### config.mk
export PLATFORM = sky130hd
export DESIGN_NAME = vcu_bram_arbiter_flat
export DESIGN_NICKNAME = d
export VERILOG_FILES = /design/src/rtl/vcu_bram_arbiter_if.sv /design/src/rtl/vcu_bram_arbiter.sv /design/src/flat_wrapper.sv
export SDC_FILE = /design/constraint.sdc
export NUM_CORES = 1
export LEC_CHECK = 0
export CORE_AREA = 4 4 121 123
export DETAILED_ROUTE_END_ITERATION = 8
export DIE_AREA = 0 0 125 127
export HOLD_SLACK_MARGIN = 0.05
export PLACE_DENSITY = 0.55
export SYNTH_ARGS = -nofsm -noshare
export SYNTH_HDL_FRONTEND = slang
export SYNTH_SLANG_ARGS = --single-unit
### constraint.sdc
create_clock -name clk -period 1.9 [get_ports clk]
set_input_delay 0.38 -clock clk [delete_from_list [all_inputs] [get_ports clk]]
set_output_delay 0.38 -clock clk [all_outputs]
set_load 0.01 [all_outputs]
### src/rtl/vcu_bram_arbiter_if.sv
// Host and VCU request ports into the BRAM arbiter. The master modport is the
// requester side; the slave modport is the arbiter side.
interface vcu_bram_arbiter_if #(
  parameter int wordSize  = 32,
  parameter int memDepthC = 32
);
  logic                  h_req;
  logic [wordSize/8-1:0] h_we;
  logic [memDepthC-1:0]  h_addr;
  logic [wordSize-1:0]   h_wdata;
  logic                  h_gnt;
  logic                  h_rvalid;
  logic [wordSize-1:0]   h_rdata;

  logic                  v_req;
  logic [wordSize/8-1:0] v_we;
  logic [memDepthC-1:0]  v_addr;
  logic [wordSize-1:0]   v_wdata;
  logic                  v_gnt;
  logic                  v_rvalid;
  logic [wordSize-1:0]   v_rdata;

  modport master (
    output h_req, h_we, h_addr, h_wdata,
    input  h_gnt, h_rvalid, h_rdata,
    output v_req, v_we, v_addr, v_wdata,
    input  v_gnt, v_rvalid, v_rdata
  );

  modport slave (
    input  h_req, h_we, h_addr, h_wdata,
    output h_gnt, h_rvalid, h_rdata,
    input  v_req, v_we, v_addr, v_wdata,
    output v_gnt, v_rvalid, v_rdata
  );
endinterface

### src/rtl/vcu_bram_arbiter.sv
// Shares one BRAM port between the host loader and the VCU, and sequences the
// LOAD -> RUN -> DONE phases of a VCU run.
module vcu_bram_arbiter #(
  parameter int wordSize  = 32,
  parameter int memDepthC = 32,
  parameter int RD_LAT    = 1
) (
  input  logic                   clk,
  input  logic                   RESET,
  input  logic                   memWRTDone,
  output logic                   vcu_start,
  input  logic                   vcu_done,
  output logic                   done,
  vcu_bram_arbiter_if.slave      bus,
  input  logic [wordSize-1:0]    BRAMdataIn,
  output logic [wordSize-1:0]    BRAMDataOut,
  output logic [memDepthC-1:0]   BRAMaddrByte,
  output logic [wordSize/8-1:0]  BRAMWREN,
  output logic                   BRAMENMEM
);
  localparam int BeW = wordSize / 8;

  typedef enum logic [1:0] {
    ST_LOAD = 2'd0,
    ST_RUN  = 2'd1,
    ST_DONE = 2'd2
  } state_e;

  state_e            state_q, state_d;
  logic              rr_v_q, rr_v_d;        // 1: VCU held the last grant
  logic              vcu_start_q, vcu_start_d;
  logic [RD_LAT-1:0] pipe_vld_q, pipe_vld_d;
  logic [RD_LAT-1:0] pipe_own_q, pipe_own_d; // 1: read belongs to the VCU

  logic h_gnt_s;
  logic v_gnt_s;
  logic p_empty_s;
  logic rd_acc_s;

  assign p_empty_s = (pipe_vld_q == {RD_LAT{1'b0}});
  assign rd_acc_s  = (h_gnt_s && (bus.h_we == {BeW{1'b0}})) ||
                     (v_gnt_s && (bus.v_we == {BeW{1'b0}}));

  // Grant selection; everything is forced low while RESET is asserted.
  always_comb begin
    h_gnt_s = 1'b0;
    v_gnt_s = 1'b0;
    if (RESET) begin
      h_gnt_s = 1'b0;
      v_gnt_s = 1'b0;
    end else if (state_q == ST_RUN) begin
      if (bus.h_req && bus.v_req) begin
        h_gnt_s = rr_v_q;
        v_gnt_s = ~rr_v_q;
      end else begin
        h_gnt_s = bus.h_req;
        v_gnt_s = bus.v_req;
      end
    end else begin
      h_gnt_s = bus.h_req;
    end
  end

  // BRAM port drive from the granted requester, word-aligned address.
  always_comb begin
    BRAMENMEM    = 1'b0;
    BRAMWREN     = {BeW{1'b0}};
    BRAMaddrByte = {memDepthC{1'b0}};
    BRAMDataOut  = {wordSize{1'b0}};
    if (h_gnt_s) begin
      BRAMENMEM    = 1'b1;
      BRAMWREN     = bus.h_we;
      BRAMaddrByte = {bus.h_addr[memDepthC-1:2], 2'b00};
      BRAMDataOut  = bus.h_wdata;
    end else if (v_gnt_s) begin
      BRAMENMEM    = 1'b1;
      BRAMWREN     = bus.v_we;
      BRAMaddrByte = {bus.v_addr[memDepthC-1:2], 2'b00};
      BRAMDataOut  = bus.v_wdata;
    end else begin
      BRAMENMEM    = 1'b0;
    end
  end

  // Phase sequencing; the load phase waits for outstanding reads to drain.
  always_comb begin
    state_d     = state_q;
    vcu_start_d = 1'b0;
    case (state_q)
      ST_LOAD: begin
        if (memWRTDone && p_empty_s) begin
          state_d     = ST_RUN;
          vcu_start_d = 1'b1;
        end else begin
          state_d = ST_LOAD;
        end
      end
      ST_RUN: begin
        if (vcu_done) begin
          state_d = ST_DONE;
        end else begin
          state_d = ST_RUN;
        end
      end
      ST_DONE: begin
        if (!memWRTDone) begin
          state_d = ST_LOAD;
        end else begin
          state_d = ST_DONE;
        end
      end
      default: begin
        state_d = ST_LOAD;
      end
    endcase
  end

  // Round-robin pointer and read-return shift register.
  always_comb begin
    rr_v_d     = rr_v_q;
    pipe_vld_d = pipe_vld_q;
    pipe_own_d = pipe_own_q;
    if (h_gnt_s) begin
      rr_v_d = 1'b0;
    end else if (v_gnt_s) begin
      rr_v_d = 1'b1;
    end else begin
      rr_v_d = rr_v_q;
    end
    pipe_vld_d[0] = rd_acc_s;
    pipe_own_d[0] = v_gnt_s;
    for (int i = 1; i < RD_LAT; i++) begin
      pipe_vld_d[i] = pipe_vld_q[i-1];
      pipe_own_d[i] = pipe_own_q[i-1];
    end
  end

  // State registers.
  always_ff @(posedge clk or posedge RESET) begin
    if (RESET) begin
      state_q     <= ST_LOAD;
      rr_v_q      <= 1'b1;
      vcu_start_q <= 1'b0;
      pipe_vld_q  <= {RD_LAT{1'b0}};
      pipe_own_q  <= {RD_LAT{1'b0}};
    end else begin
      state_q     <= state_d;
      rr_v_q      <= rr_v_d;
      vcu_start_q <= vcu_start_d;
      pipe_vld_q  <= pipe_vld_d;
      pipe_own_q  <= pipe_own_d;
    end
  end

  assign vcu_start    = vcu_start_q;
  assign done         = (state_q == ST_DONE);
  assign bus.h_gnt    = h_gnt_s;
  assign bus.v_gnt    = v_gnt_s;
  assign bus.h_rvalid = pipe_vld_q[RD_LAT-1] & ~pipe_own_q[RD_LAT-1];
  assign bus.v_rvalid = pipe_vld_q[RD_LAT-1] &  pipe_own_q[RD_LAT-1];
  assign bus.h_rdata  = RESET ? {wordSize{1'b0}} : BRAMdataIn;
  assign bus.v_rdata  = RESET ? {wordSize{1'b0}} : BRAMdataIn;

endmodule

### src/flat_wrapper.sv
// flat-port wrapper written by rule: the top's interface ports become plain ports
module vcu_bram_arbiter_flat 
#(
  parameter int wordSize  = 32,
  parameter int memDepthC = 32,
  parameter int RD_LAT    = 1
)
  (clk, RESET, memWRTDone, vcu_start, vcu_done, done, BRAMdataIn, BRAMDataOut, BRAMaddrByte, BRAMWREN, BRAMENMEM, bus_h_req, bus_h_we, bus_h_addr, bus_h_wdata, bus_h_gnt, bus_h_rvalid, bus_h_rdata, bus_v_req, bus_v_we, bus_v_addr, bus_v_wdata, bus_v_gnt, bus_v_rvalid, bus_v_rdata);
  vcu_bram_arbiter_if #(.wordSize(wordSize), .memDepthC(memDepthC)) bus_i ();
  input  logic clk;
  input  logic RESET;
  input  logic memWRTDone;
  output logic vcu_start;
  input  logic vcu_done;
  output logic done;
  input  logic [wordSize-1:0] BRAMdataIn;
  output logic [wordSize-1:0] BRAMDataOut;
  output logic [memDepthC-1:0] BRAMaddrByte;
  output logic [wordSize/8-1:0] BRAMWREN;
  output logic BRAMENMEM;
  input wire logic [$bits(bus_i.h_req)-1:0] bus_h_req;
  input wire logic [$bits(bus_i.h_we)-1:0] bus_h_we;
  input wire logic [$bits(bus_i.h_addr)-1:0] bus_h_addr;
  input wire logic [$bits(bus_i.h_wdata)-1:0] bus_h_wdata;
  output wire logic [$bits(bus_i.h_gnt)-1:0] bus_h_gnt;
  output wire logic [$bits(bus_i.h_rvalid)-1:0] bus_h_rvalid;
  output wire logic [$bits(bus_i.h_rdata)-1:0] bus_h_rdata;
  input wire logic [$bits(bus_i.v_req)-1:0] bus_v_req;
  input wire logic [$bits(bus_i.v_we)-1:0] bus_v_we;
  input wire logic [$bits(bus_i.v_addr)-1:0] bus_v_addr;
  input wire logic [$bits(bus_i.v_wdata)-1:0] bus_v_wdata;
  output wire logic [$bits(bus_i.v_gnt)-1:0] bus_v_gnt;
  output wire logic [$bits(bus_i.v_rvalid)-1:0] bus_v_rvalid;
  output wire logic [$bits(bus_i.v_rdata)-1:0] bus_v_rdata;
  assign bus_i.h_req = bus_h_req;
  assign bus_i.h_we = bus_h_we;
  assign bus_i.h_addr = bus_h_addr;
  assign bus_i.h_wdata = bus_h_wdata;
  assign bus_h_gnt = bus_i.h_gnt;
  assign bus_h_rvalid = bus_i.h_rvalid;
  assign bus_h_rdata = bus_i.h_rdata;
  assign bus_i.v_req = bus_v_req;
  assign bus_i.v_we = bus_v_we;
  assign bus_i.v_addr = bus_v_addr;
  assign bus_i.v_wdata = bus_v_wdata;
  assign bus_v_gnt = bus_i.v_gnt;
  assign bus_v_rvalid = bus_i.v_rvalid;
  assign bus_v_rdata = bus_i.v_rdata;
  vcu_bram_arbiter #(.wordSize(wordSize), .memDepthC(memDepthC), .RD_LAT(RD_LAT)) u_core (.clk(clk), .RESET(RESET), .memWRTDone(memWRTDone), .vcu_start(vcu_start), .vcu_done(vcu_done), .done(done), .bus(bus_i), .BRAMdataIn(BRAMdataIn), .BRAMDataOut(BRAMDataOut), .BRAMaddrByte(BRAMaddrByte), .BRAMWREN(BRAMWREN), .BRAMENMEM(BRAMENMEM));
endmodule
==> reports/results.ini <==
[setup_path]
cp.arrival_ps = 1810
critPathSlowestCell = dfrtp_2
slowest_delay_ps = 430
cp_max_fo = 9
crit_path_end_kind = primary output
worstSetupPathType = reg2out
crit_family = buffers and inverters
cp.buffers_inverters = 4
crit_top_cell = buf_8
critical_path_required_ps = 1520
cp-start-kind = register
path_cells = nor4bb_4 -> and2_4 -> buf_8 -> buf_8 -> clkbuf_16 -> a22o_1 -> buf_2

[die]
die_area_sq_um = 15880
row_count = 43
fp.dieH_um = 127
coreArea_sq_um = 13670
start_util_pct = 10.82
die_width_um = 125
num_io_pins = 313

[synthesis]
synth_flop_cell = dfrtp_1
synth_top_area_cell = a22o_1
ys_ff_latch = 6
synth_compound_area_share_pct = 41.20
synth_xor_area_share_pct = 0
synthTopCellsByCount = a22o_1, buf_4, nor2b_1, clkbuf_1, dfrtp_1
yosysMostFrequentCell = a22o_1
netlist_instances = 181
synth-edff-count = 0
synthTopCellsByArea = a22o_1, buf_4, nor2b_1
ys_types = 27
synth_fa_ha_area_share_pct = 0
syn_area_per_cell_sq_um = 8.171
synth_top_family_by_area = compound AO/OA/AOI/OAI gates
synth_simple_gate_area_share_pct = 20.39
netlist.area_leader.share_pct = 39.09
yosysWarnings = 0
synthMuxAreaShare_pct = 0.6768
synth_area_sq_um = 1479
synthArstFlopShare_pct = 100.0
yosysSeqAreaShare_pct = 10.24

[global_route]
grt_pass1_vias = 2844
grt_max_degree = 34
grtUsageTotal_pct = 12.71
overflow = 0
antenna_found_initial = 0
grt_pass1_wl_um = 15940

[placement]
hpwlAfterDp_um = 8806
port_buffers = 306
place_congestion = 0.8912
detailedPlace.worstSlack_ps = -875.1
placed_cells = 628

[drt]
drc_errors = 0
via_per_inst = 4.026
drtIter0Drc = 53
num_vias = 2669
wirelength_um = 12100
final_antenna_net_count = 0
drt_first_pass_iters = 3
wl_per_cell_um = 18.25

[power_and_ir_drop]
intPower_uw = 1602
p_seq_share_pct = 9.0
pwr_density_cell_nw_per_um2 = 495.8
p_sw_uw = 818.5
p_clk_share_pct = 14.5
p_leak_uw = 0.002362
switching_share_pct = 33.81
ir_drop_uv = 271.4
comb_power_share_pct = 76.5

[final_layout]
drive_above_1_share_pct = 28.78
final_nets = 658
layout.cells.non_filler = 663
area_delta_synth_final_pct = 230.1
diodes = 0

[run_status]
violations = setup timing
status = complete, but fails checks

[timing]
finalHoldViolCount = 0
setup_viol = 69
rsz0062_at_grt = true
period_minus_slack_ps = 2193
slew_viol_final = 0
skew_ps = 2.630
setup_ws_ps = -292.9
timing.fmax_ghz = 0.4560
fin_hold_ws_ps = 468.9
fin_crit_sh_pct = 115.4

[clock_tree]
clk_pin_slew_ps = 40
clkLatencyLatePin_ps = 230
cts-root-buf = clkbuf_16
cts-buffers-inserted = 3
cts_max_level = 1
cts.sinks = 6
clockBufferDepth = 2
cts_hold_buf = 0
cts_tree = yes

[run]
cap_viol_max_count = 0

[min_path]
hp-class = reg2reg

[power by group through the flow]
stage | clock network [uW] | registers, uW | logic, uW
2_1_floorplan | 0 | 212 | 632
3_3_place_gp | 0 | 211 | 1630
3_5_place_dp | 0 | 210 | 1630
4_1_cts | 358 | 222 | 1710
5_1_grt | 371 | 223 | 1970
6_report | 350 | 219 | 1850
[flip-flops by register name, summed over array words and instances (netlist names)]
register / flops
u_core.pipe_own_q: 1
u_core.pipe_vld_q: 1
u_core.vcu_start: 1
u_core.rr_v_q: 1
u_core.state_q: 2
[what timing repair did]
action / CTS / global route
gates resized for setup: 392 / 17
pin swaps: 3 / 54
buffers inserted: 12 / 9
setup endpoints to repair: 133 / 92
cloned: 7 / 6
[cells in the final DEF (no fill, tap or decap), drive strengths merged, types with 2 or more instances in the layout]
master and count:
a22o 66, and2 2, buf 107, clkbuf 10, clkdlybuf4s15 2, clkdlybuf4s50 169, conb 2, dfrtp 5
dlygate4sd2 66, inv 2, nand2 2, nand2b 2, nor2b 34, nor4 2
[cell type report]
cell class              instances  area (sq um)
clock buffers                   4         78.83
inverters                       2         7.507
flip-flops and latches          6         152.6
well taps                     180         225.2
fillers                      1401          8783
repair buffers                350          3410
multi-input cells             121          1008
[path summary, 6_finish.rpt]
path                       slack (ps)  depth (start not counted)         startpoint           endpoint
max                              -290                          7  u_core.state_q[1]    BRAMDataOut[25]
min                               470                          1  u_core.pipe_vld_q   u_core.vcu_start
max reg2reg                       270                          6  u_core.state_q[1]  u_core.pipe_vld_q
min reg2reg                       470                          1  u_core.pipe_vld_q   u_core.vcu_start
max in group asynchronous        1050                          4              RESET      u_core.rr_v_q
min in group asynchronous         590                          4              RESET   u_core.vcu_start
[metal layers]
metal  up-vias  share of wire, %  global-route usage, %
li1       1243                 -                      -
met1      1215                34                  12.56
met2       195                56                  25.81
met3        16               8.2                  2.801
met4         0               2.0                  4.401
met5         -                 0                      0
[cell families after synthesis]
| group | after synthesis |
|---|---|
| multiplexers | 1 |
| AO/OA/AOI/OAI | 70 |
| AND/OR/NAND/NOR | 48 |
| buffers and inverters | 55 |
| other | 1 |
| flip-flops | 6 |
[metrics by stage]
stage               TNS, ps  total power, uW  cell area [sq um]  utilization [%]
CTS                  -19600             2291               4664            34.13
global placement     -87490             1841               4526            33.12
finish               -17150             2421               4882            35.73
global route         -22230             2562               4882            35.73
detailed placement   -87440             1840               4526            33.12
floorplan                 0            843.6               1483                -
Power figures use the tool's default switching activity.
